**config.mk**
```make
export PLATFORM = sky130hd
export DESIGN_NAME = vm_change_dispenser
export DESIGN_NICKNAME = d
export VERILOG_FILES = /design/src/rtl/vm_change_dispenser.sv
export SDC_FILE = /design/constraint.sdc
export NUM_CORES = 1
export LEC_CHECK = 0
export CAP_MARGIN = 20
export CORE_ASPECT_RATIO = 0.6
export CORE_UTILIZATION = 38
export DETAILED_ROUTE_END_ITERATION = 10
export HOLD_SLACK_MARGIN = 0.05
export PLACE_DENSITY = 0.59
export REMOVE_ABC_BUFFERS = 1
export SYNTH_ARGS = -nofsm -noshare
export SYNTH_HDL_FRONTEND = slang
export SYNTH_SLANG_ARGS = --single-unit
```
**constraint.sdc**
```tcl
create_clock -name clk -period 4.8 [get_ports clk]
set_clock_uncertainty 0.1 [all_clocks]
set_input_delay 0.48 -clock clk [delete_from_list [all_inputs] [get_ports clk]]
set_output_delay 0.48 -clock clk [all_outputs]
set_load 0.05 [all_outputs]
```
**src/rtl/vm_change_dispenser.sv**
```systemverilog
// Coin payout unit: converts a change amount into type-1/type-2 eject pulses,
// drawing from an internal saturating coin inventory and reporting any shortfall.
module vm_change_dispenser #(
    parameter int AMT_W     = 4,
    parameter int CNT_W     = 4,
    parameter int PULSE_LEN = 2,
    parameter int GAP_LEN   = 1
) (
    input  logic             clk,
    input  logic             rst,
    input  logic             req_valid,
    input  logic [AMT_W-1:0] req_amt,
    output logic             req_ready,
    input  logic             refill_1,
    input  logic             refill_2,
    output logic             out_1,
    output logic             out_2,
    output logic             busy,
    output logic             done,
    output logic [AMT_W-1:0] short_amt,
    output logic [CNT_W-1:0] cnt_1,
    output logic [CNT_W-1:0] cnt_2
);

    localparam logic [2:0] S_IDLE  = 3'd0;
    localparam logic [2:0] S_PICK  = 3'd1;
    localparam logic [2:0] S_PULSE = 3'd2;
    localparam logic [2:0] S_GAP   = 3'd3;
    localparam logic [2:0] S_DONE  = 3'd4;

    localparam logic [3:0] PULSE_T = 4'(PULSE_LEN - 1);
    localparam logic [3:0] GAP_T   = 4'(GAP_LEN - 1);

    logic [2:0]       state;
    logic [AMT_W-1:0] remaining;
    logic [3:0]       timer;
    logic             pick_2;
    logic             pick_1;

    // Greedy choice: a type-2 coin whenever it fits and is stocked, else type-1.
    always_comb begin
        pick_2 = 1'b0;
        pick_1 = 1'b0;
        if (state == S_PICK) begin
            pick_2 = (remaining >= AMT_W'(2)) && (cnt_2 != '0);
            pick_1 = !pick_2 && (remaining != '0) && (cnt_1 != '0);
        end
    end

    // Simultaneous refill and eject cancel, even when the counter is saturated.
    function automatic logic [CNT_W-1:0] inv_next(input logic [CNT_W-1:0] cnt,
                                                  input logic inc, input logic dec);
        if (inc && !dec && cnt != '1)
            return cnt + CNT_W'(1);
        else if (dec && !inc)
            return cnt - CNT_W'(1);
        else
            return cnt;
    endfunction

    assign busy      = (state != S_IDLE);
    assign req_ready = (state == S_IDLE);

    always_ff @(posedge clk) begin
        if (rst) begin
            state     <= S_IDLE;
            remaining <= '0;
            timer     <= '0;
            out_1     <= 1'b0;
            out_2     <= 1'b0;
            done      <= 1'b0;
            short_amt <= '0;
            cnt_1     <= '0;
            cnt_2     <= '0;
        end else begin
            cnt_1 <= inv_next(cnt_1, refill_1, pick_1);
            cnt_2 <= inv_next(cnt_2, refill_2, pick_2);
            done  <= 1'b0;
            case (state)
                S_IDLE: begin
                    if (req_valid) begin
                        remaining <= req_amt;
                        state     <= S_PICK;
                    end
                end
                S_PICK: begin
                    if (pick_2) begin
                        remaining <= remaining - AMT_W'(2);
                        out_2     <= 1'b1;
                        timer     <= PULSE_T;
                        state     <= S_PULSE;
                    end else if (pick_1) begin
                        remaining <= remaining - AMT_W'(1);
                        out_1     <= 1'b1;
                        timer     <= PULSE_T;
                        state     <= S_PULSE;
                    end else begin
                        short_amt <= remaining;
                        done      <= 1'b1;
                        state     <= S_DONE;
                    end
                end
                S_PULSE: begin
                    if (timer == '0) begin
                        out_1 <= 1'b0;
                        out_2 <= 1'b0;
                        timer <= GAP_T;
                        state <= S_GAP;
                    end else begin
                        timer <= timer - 4'd1;
                    end
                end
                S_GAP: begin
                    if (timer == '0)
                        state <= S_PICK;
                    else
                        timer <= timer - 4'd1;
                end
                S_DONE:  state <= S_IDLE;
                default: state <= S_IDLE;
            endcase
        end
    end

endmodule

```
# Word-level counts from Yosys, hierarchy flattened
# Cells that the tools add are included.
# word_totals
elab_cells	93
input_bits	9
regBits	26
output_inout_bits	17
# op_classes
bitwise	3
n_reduce_logical	32
n_eq_ne	13
mux	28
n_lt_le_gt_ge	1
n_addsub	7
# ops
operator	count
4-bit 2-to-1 mux	11
4-bit by 1-bit subtractor with 4-bit output, second input constant	4
3-bit 2-to-1 mux	5
3-bit AND reduction	5
2-bit inequality test, second input constant	7
3-bit case mux with 4 select lines	1
4-bit case mux with 3 select lines	1
4-bit nonzero test	3
1-bit logical AND	9
4-bit by 1-bit adder with 4-bit output, second input constant	2
4-bit inequality test, second input constant	2
4-bit case mux with 2 select lines	1
2-bit nonzero test	4
1-bit 2-to-1 mux	7
3-bit by 2-bit equality test with 1-bit output, second input constant	2
3-bit nonzero test	2
1-bit logical NOT	5
4-bit by 2-bit >= comparator with 1-bit output, second input constant	1
4-bit logical NOT	1
1-bit case mux with 2 select lines	2
4-bit AND reduction	1
4-bit by 2-bit subtractor with 4-bit output, second input constant	1
3-bit by 1-bit equality test with 1-bit output, second input constant	1
3-bit logical NOT	1
other kinds (3)	5

# Logic depth before layout (Yosys ltp)
# depth
ltp_word	10
ltp_mapped	11
depth_no_buf	11

# Worst setup path before layout
# Ideal clock, no wire load.
# synth_timing
kind	register to register
from	register cnt_1[0]
to	register cnt_1[3]
setup_ns	0.123
path_buffers	0
required_ns	4.577
path_slack_ns	1.943
arrival_ns	2.634
synth_period_minus_slack_ns	2.857
stages_incl_launch_ff	9
cell_sequence	dfxtp_1 > nor4_1 > or2_2 > o211ai_2 > ha_1 > a21o_1 > a21oi_1 > mux2i_1 > mux2_1
# synth_via
elab_chain_len	7
elab_cells_between_ends	13
cone_classes	add/sub (2); eq/ne (1); mux (3); reduce/logical (7)
# synth_lines
element	line	source
start, declared	21	output logic [CNT_W-1:0] cnt_1,
start signal, assigned	76	cnt_1 <= inv_next(cnt_1, refill_1, pick_1);
branches (longest 7 deep; another with 4-bit by 1-bit subtractor with 4-bit output)	-	
# Parallel ways; which one is timed is not known. The select of a mux whose other input is x is not followed.
# A chain may end at the register's enable or synchronous reset.

# Worst setup path in the final report
# layout_timing
from	register remaining[1]
to	register cnt_1[3]
# layout_via
elab_chain_len	10
elab_cells_between_ends	13
cone_classes	order compare (1); mux (2); reduce/logical (10)
# layout_lines
element	line	source
start, declared	35	logic [AMT_W-1:0] remaining;
start signal, assigned	82	remaining <= req_amt;
start signal, assigned	88	remaining <= remaining - AMT_W'(2);
start signal, assigned	93	remaining <= remaining - AMT_W'(1);
4-bit by 2-bit >= comparator with 1-bit output	45	pick_2 = (remaining >= AMT_W'(2)) && (cnt_2 != '0);
1-bit logical AND	45	
1-bit logical NOT	46	pick_1 = !pick_2 && (remaining != '0) && (cnt_1 != '0);
1-bit logical AND (*) (2 in series)	46	
1-bit 2-to-1 mux (*)	44	if (state == S_PICK) begin
1-bit logical NOT	53	if (inc && !dec && cnt != '1)
1-bit logical AND (2 in series)	53	
4-bit 2-to-1 mux or 2-bit nonzero test (tied branches)	-	
# Every way passes the cells marked *; elsewhere a longest branch is shown, timed or not.

==> results.tsv <==
stage	metric	value	unit
clock_tree	# H-tree levels	1	
layout	Synth-to-Final Area Change	22.23	%
setup_path	internal reg-to-reg setup slack	1.69	ns
floorplanning	Initial Util	40.88	%
setup_path	RR Startpoint	remaining[1]$_SDFFE_PP0P_	
sta	minimum clock period	3.114	ns
clock_tree	hold_buf cts	0	
yosys	synthesized flop and latch total	26	
clock_tree	CTS sink cnt	26	
sta	# setup viols final	0	
placement	hpwl dp	2.632	mm
setup_path	startpoint types	flip-flop	
routing	Post-Route WL	3.442	mm
sta	fin crit share	64.88	%
routing	Initial DRC Count	66	
setup_path	type of element capturing the critical path	flip-flop	
routing	DRC	1	
sta	Least-Margin Pin Slew	1.058	ns
sta	Final Max Slew Viols	0	
clock_tree	Clk pin slew, worst setup/hold paths	0.09	ns
floorplanning	io pins	26	
sta	RSZ-0062 raised after global routing	false	
global_route	largest net degree at the start of global routing	30	
power_and_ir_drop	Pleak	0.7442	nW
sta	Final Hold Viols	0	
yosys	EDFF count, synth	0	
yosys	share of the synthesized area in the top cell type	33.63	%
layout	Final nets	225	
yosys	sequential cell area fraction in the yosys report	33.63	%
setup_path	Worst path max stage delay	0.45	ns
floorplanning	Core ar.	3786	um2
setup_path	crit path DAT	3.18	ns
clock_tree	clk_lat worst skew	0.27	ns
power_and_ir_drop	Power, Total	0.001031	W
layout	ratio of cells with drive above 1 in the final layout	8.374	%
floorplanning	Chip Height	51.44	um
clock_tree	CTS buffer count	3	
yosys	largest cells by area after synthesis	dfxtp_1 (34%), ha_1 (8.1%), nor2_1 (6.3%)	
yosys	cell accounting for the most synthesized area	dfxtp_1	
yosys	synth cell count leaders	dfxtp_1 (26), nor2_1 (26), a21oi_1 (16)	
status	failing checks	DRC	
setup_path	worst path cell trace	inv_1 -> ha_1 -> nor3b_1 -> or2_2 -> o211ai_2 -> ha_1 -> a21o_1 -> a21oi_1 -> mux2i_1 -> mux2_1	
yosys	Post-synth ARST share	0	%
yosys	Mapped Cells	179	
setup_path	FF-to-FF path depth	10	
routing	detailed-route via count	1356	
placement	Port Buf Inserts	25	
yosys	count of cell types in the netlist	49	
power_and_ir_drop	Max VDD drop	0.1941	mV
layout	antenna cells	0	
sta	Slew Limit Headroom	29.26	%
clock_tree	CTS tree	built	
setup_path	Critical Path RT	4.86	ns
routing	wire per inst	13.77	um
setup_path	slowest cell on the critical path	dfxtp_1	
routing	Top Layer Used	met3	
setup_path	Crit Path Max Fanout	9	
routing	Detail Route Antenna Nets	0	
global_route	vias in the first global route	1293	
floorplanning	row cnt	17	
sta	Setup TNS Final	0	ns
clock_tree	# resized after CTS	0	
routing	routed vias/inst	5.424	
yosys	Post-Syn Area	1548	um2
yosys	Syn Area/Cell	8.647	um2
setup_path	critical path capture point	cnt_1[3]$_SDFFE_PP0P_	
setup_path	Critical R2R Capture	cnt_1[3]$_SDFFE_PP0P_	
placement	routability cong.	0.8680	
min_path	HP Class	reg -> reg	
setup_path	Setup CP Type	reg -> reg	
status	status	finished, violations left	
sta	Max Clk Rate	321.1	MHz
power_and_ir_drop	Cell Pwr Density	545.2	nW/um2
routing	met2 WL	1.516	mm
setup_path	Crit path top cell by count	ha_1	
global_route	initial antenna violation count	0	
clock_tree	Post CTS Setup Buffer Count	0	
yosys	Ys Warns	0	
clock_tree	CTS Root Cell	clkbuf_8	
routing	M1 WL	1.783	mm
clock_tree	clk buf depth	2	
global_route	Total GRT Usage	17.29	%
layout	Fillers	369	
global_route	first-pass GRT wire length	5.913	mm
routing	drt first pass iters	7	
global_route	grt ovf	0	
yosys	Main synth FF type	dfxtp_1	
run	Max Cap Viol	0	
setup_path	Worst setup startpoint	remaining[1]$_SDFFE_PP0P_	
routing	met3 WL post-DR	142	um
floorplanning	Die ar.	4341	um2
floorplanning	die width	84.39	um
## metrics by stage
step	cell area, um2	hold slack (ns)	setup WS (ns)	instances	util (%)
finish	1892	0.3740	1.686	250	49.97
global route	1892	0.3957	1.490	250	49.97
floorplan	1528	0.3389	1.943	174	-
CTS	1892	0.3756	1.684	250	49.97
global placement	1837	0.3515	1.836	246	48.51
detailed placement	1837	0.3626	1.709	246	48.51
## layout by cell type, fill, tap and decap left out, drive strengths merged, types with 2 or more instances in the layout
cell	n
nor2b	5
or4	2
or3b	2
a211oi	4
inv	10
nand3	5
nand2	8
a21oi	16
o21ai	11
fa	2
nor3	2
and2	2
mux2i	4
nor4	3
mux2	3
dfxtp	26
clkbuf	4
o21a	2
nand2b	3
nand4	2
a21o	3
nor3b	3
or3	3
clkdlybuf4s50	25
xnor2	2
ha	10
nor2	26
## worst max-delay path: cells and delay by family (launching register included)
| kind | cells | cell delay, ns |
|---|---|---|
| DFF | 1 | 0.45 |
| and+or+nand+nor | 2 | 0.51 |
| buffers and inverters | 1 | 0.16 |
| AOI/OAI and AO/OA | 3 | 0.69 |
| muxes | 2 | 0.55 |
| adders and majority gates | 2 | 0.55 |
## worst min path at each step
stage                     startpoint               endpoint  slack (ns)  cells after the start
6_report       timer[1]$_SDFFE_PP0P_  timer[1]$_SDFFE_PP0P_        0.37                      2
5_1_grt        timer[1]$_SDFFE_PP0P_  timer[1]$_SDFFE_PP0P_        0.40                      2
4_1_cts        timer[1]$_SDFFE_PP0P_  timer[1]$_SDFFE_PP0P_        0.38                      2
3_5_place_dp   timer[1]$_SDFFE_PP0P_  timer[1]$_SDFFE_PP0P_        0.36                      2
3_3_place_gp      out_2$_SDFFE_PP0P_     out_2$_SDFFE_PP0P_        0.35                      1
2_1_floorplan  timer[1]$_SDFFE_PP0P_  timer[1]$_SDFFE_PP0P_        0.34                      2
## layout make-up
type	instances	area [um2]	area share [%]
Multi-Input combinational cell	138	969.7	51.26
Timing Repair Buffer	25	250.2	13.23
Inverter	10	37.54	1.984
Sequential cell	26	520.5	27.51
Clock buffer	4	55.05	2.910
Tap cell	47	58.81	3.108
## power breakdown
| group | internal, W | leakage, nW | switching, W |
|---|---|---|---|
| registers | 0.000260 | 0.213 | 0.0000705 |
| logic | 0.000224 | 0.503 | 0.000332 |
| clock network | 0.0000733 | 0.0288 | 0.0000706 |
| total | 0.000558 | 0.744 | 0.000473 |
## flip-flops by register name, indices dropped and copies added (netlist names), 3 cells and up
name / count
cnt_1: 4
cnt_2: 4
remaining: 4
short_amt: 4
state: 3
timer: 4
## per-layer routing
layer  track usage (%)  vias up
li1                  -      690
met1             22.33      640
met2             30.87       26
met3             4.523        0
met4            0.8475        0
met5                 0        -
## cells by family (layout without fill, tap and decap cells)
logic type                 after synthesis  count (layout)  share of synthesized area, %
xor gates and xnor gates                 3               3                         1.698
muxes                                    7               7                         4.770
AOI/OAI and AO/OA                       46              46                         19.40
and+or+nand+nor                         70              70                         26.11
DFF                                     26              26                         33.63
adders and majority gates               12              12                         10.67
buffers and inverters                   15              39                         3.718
Note: power is estimated with default switching activity, not from simulation.
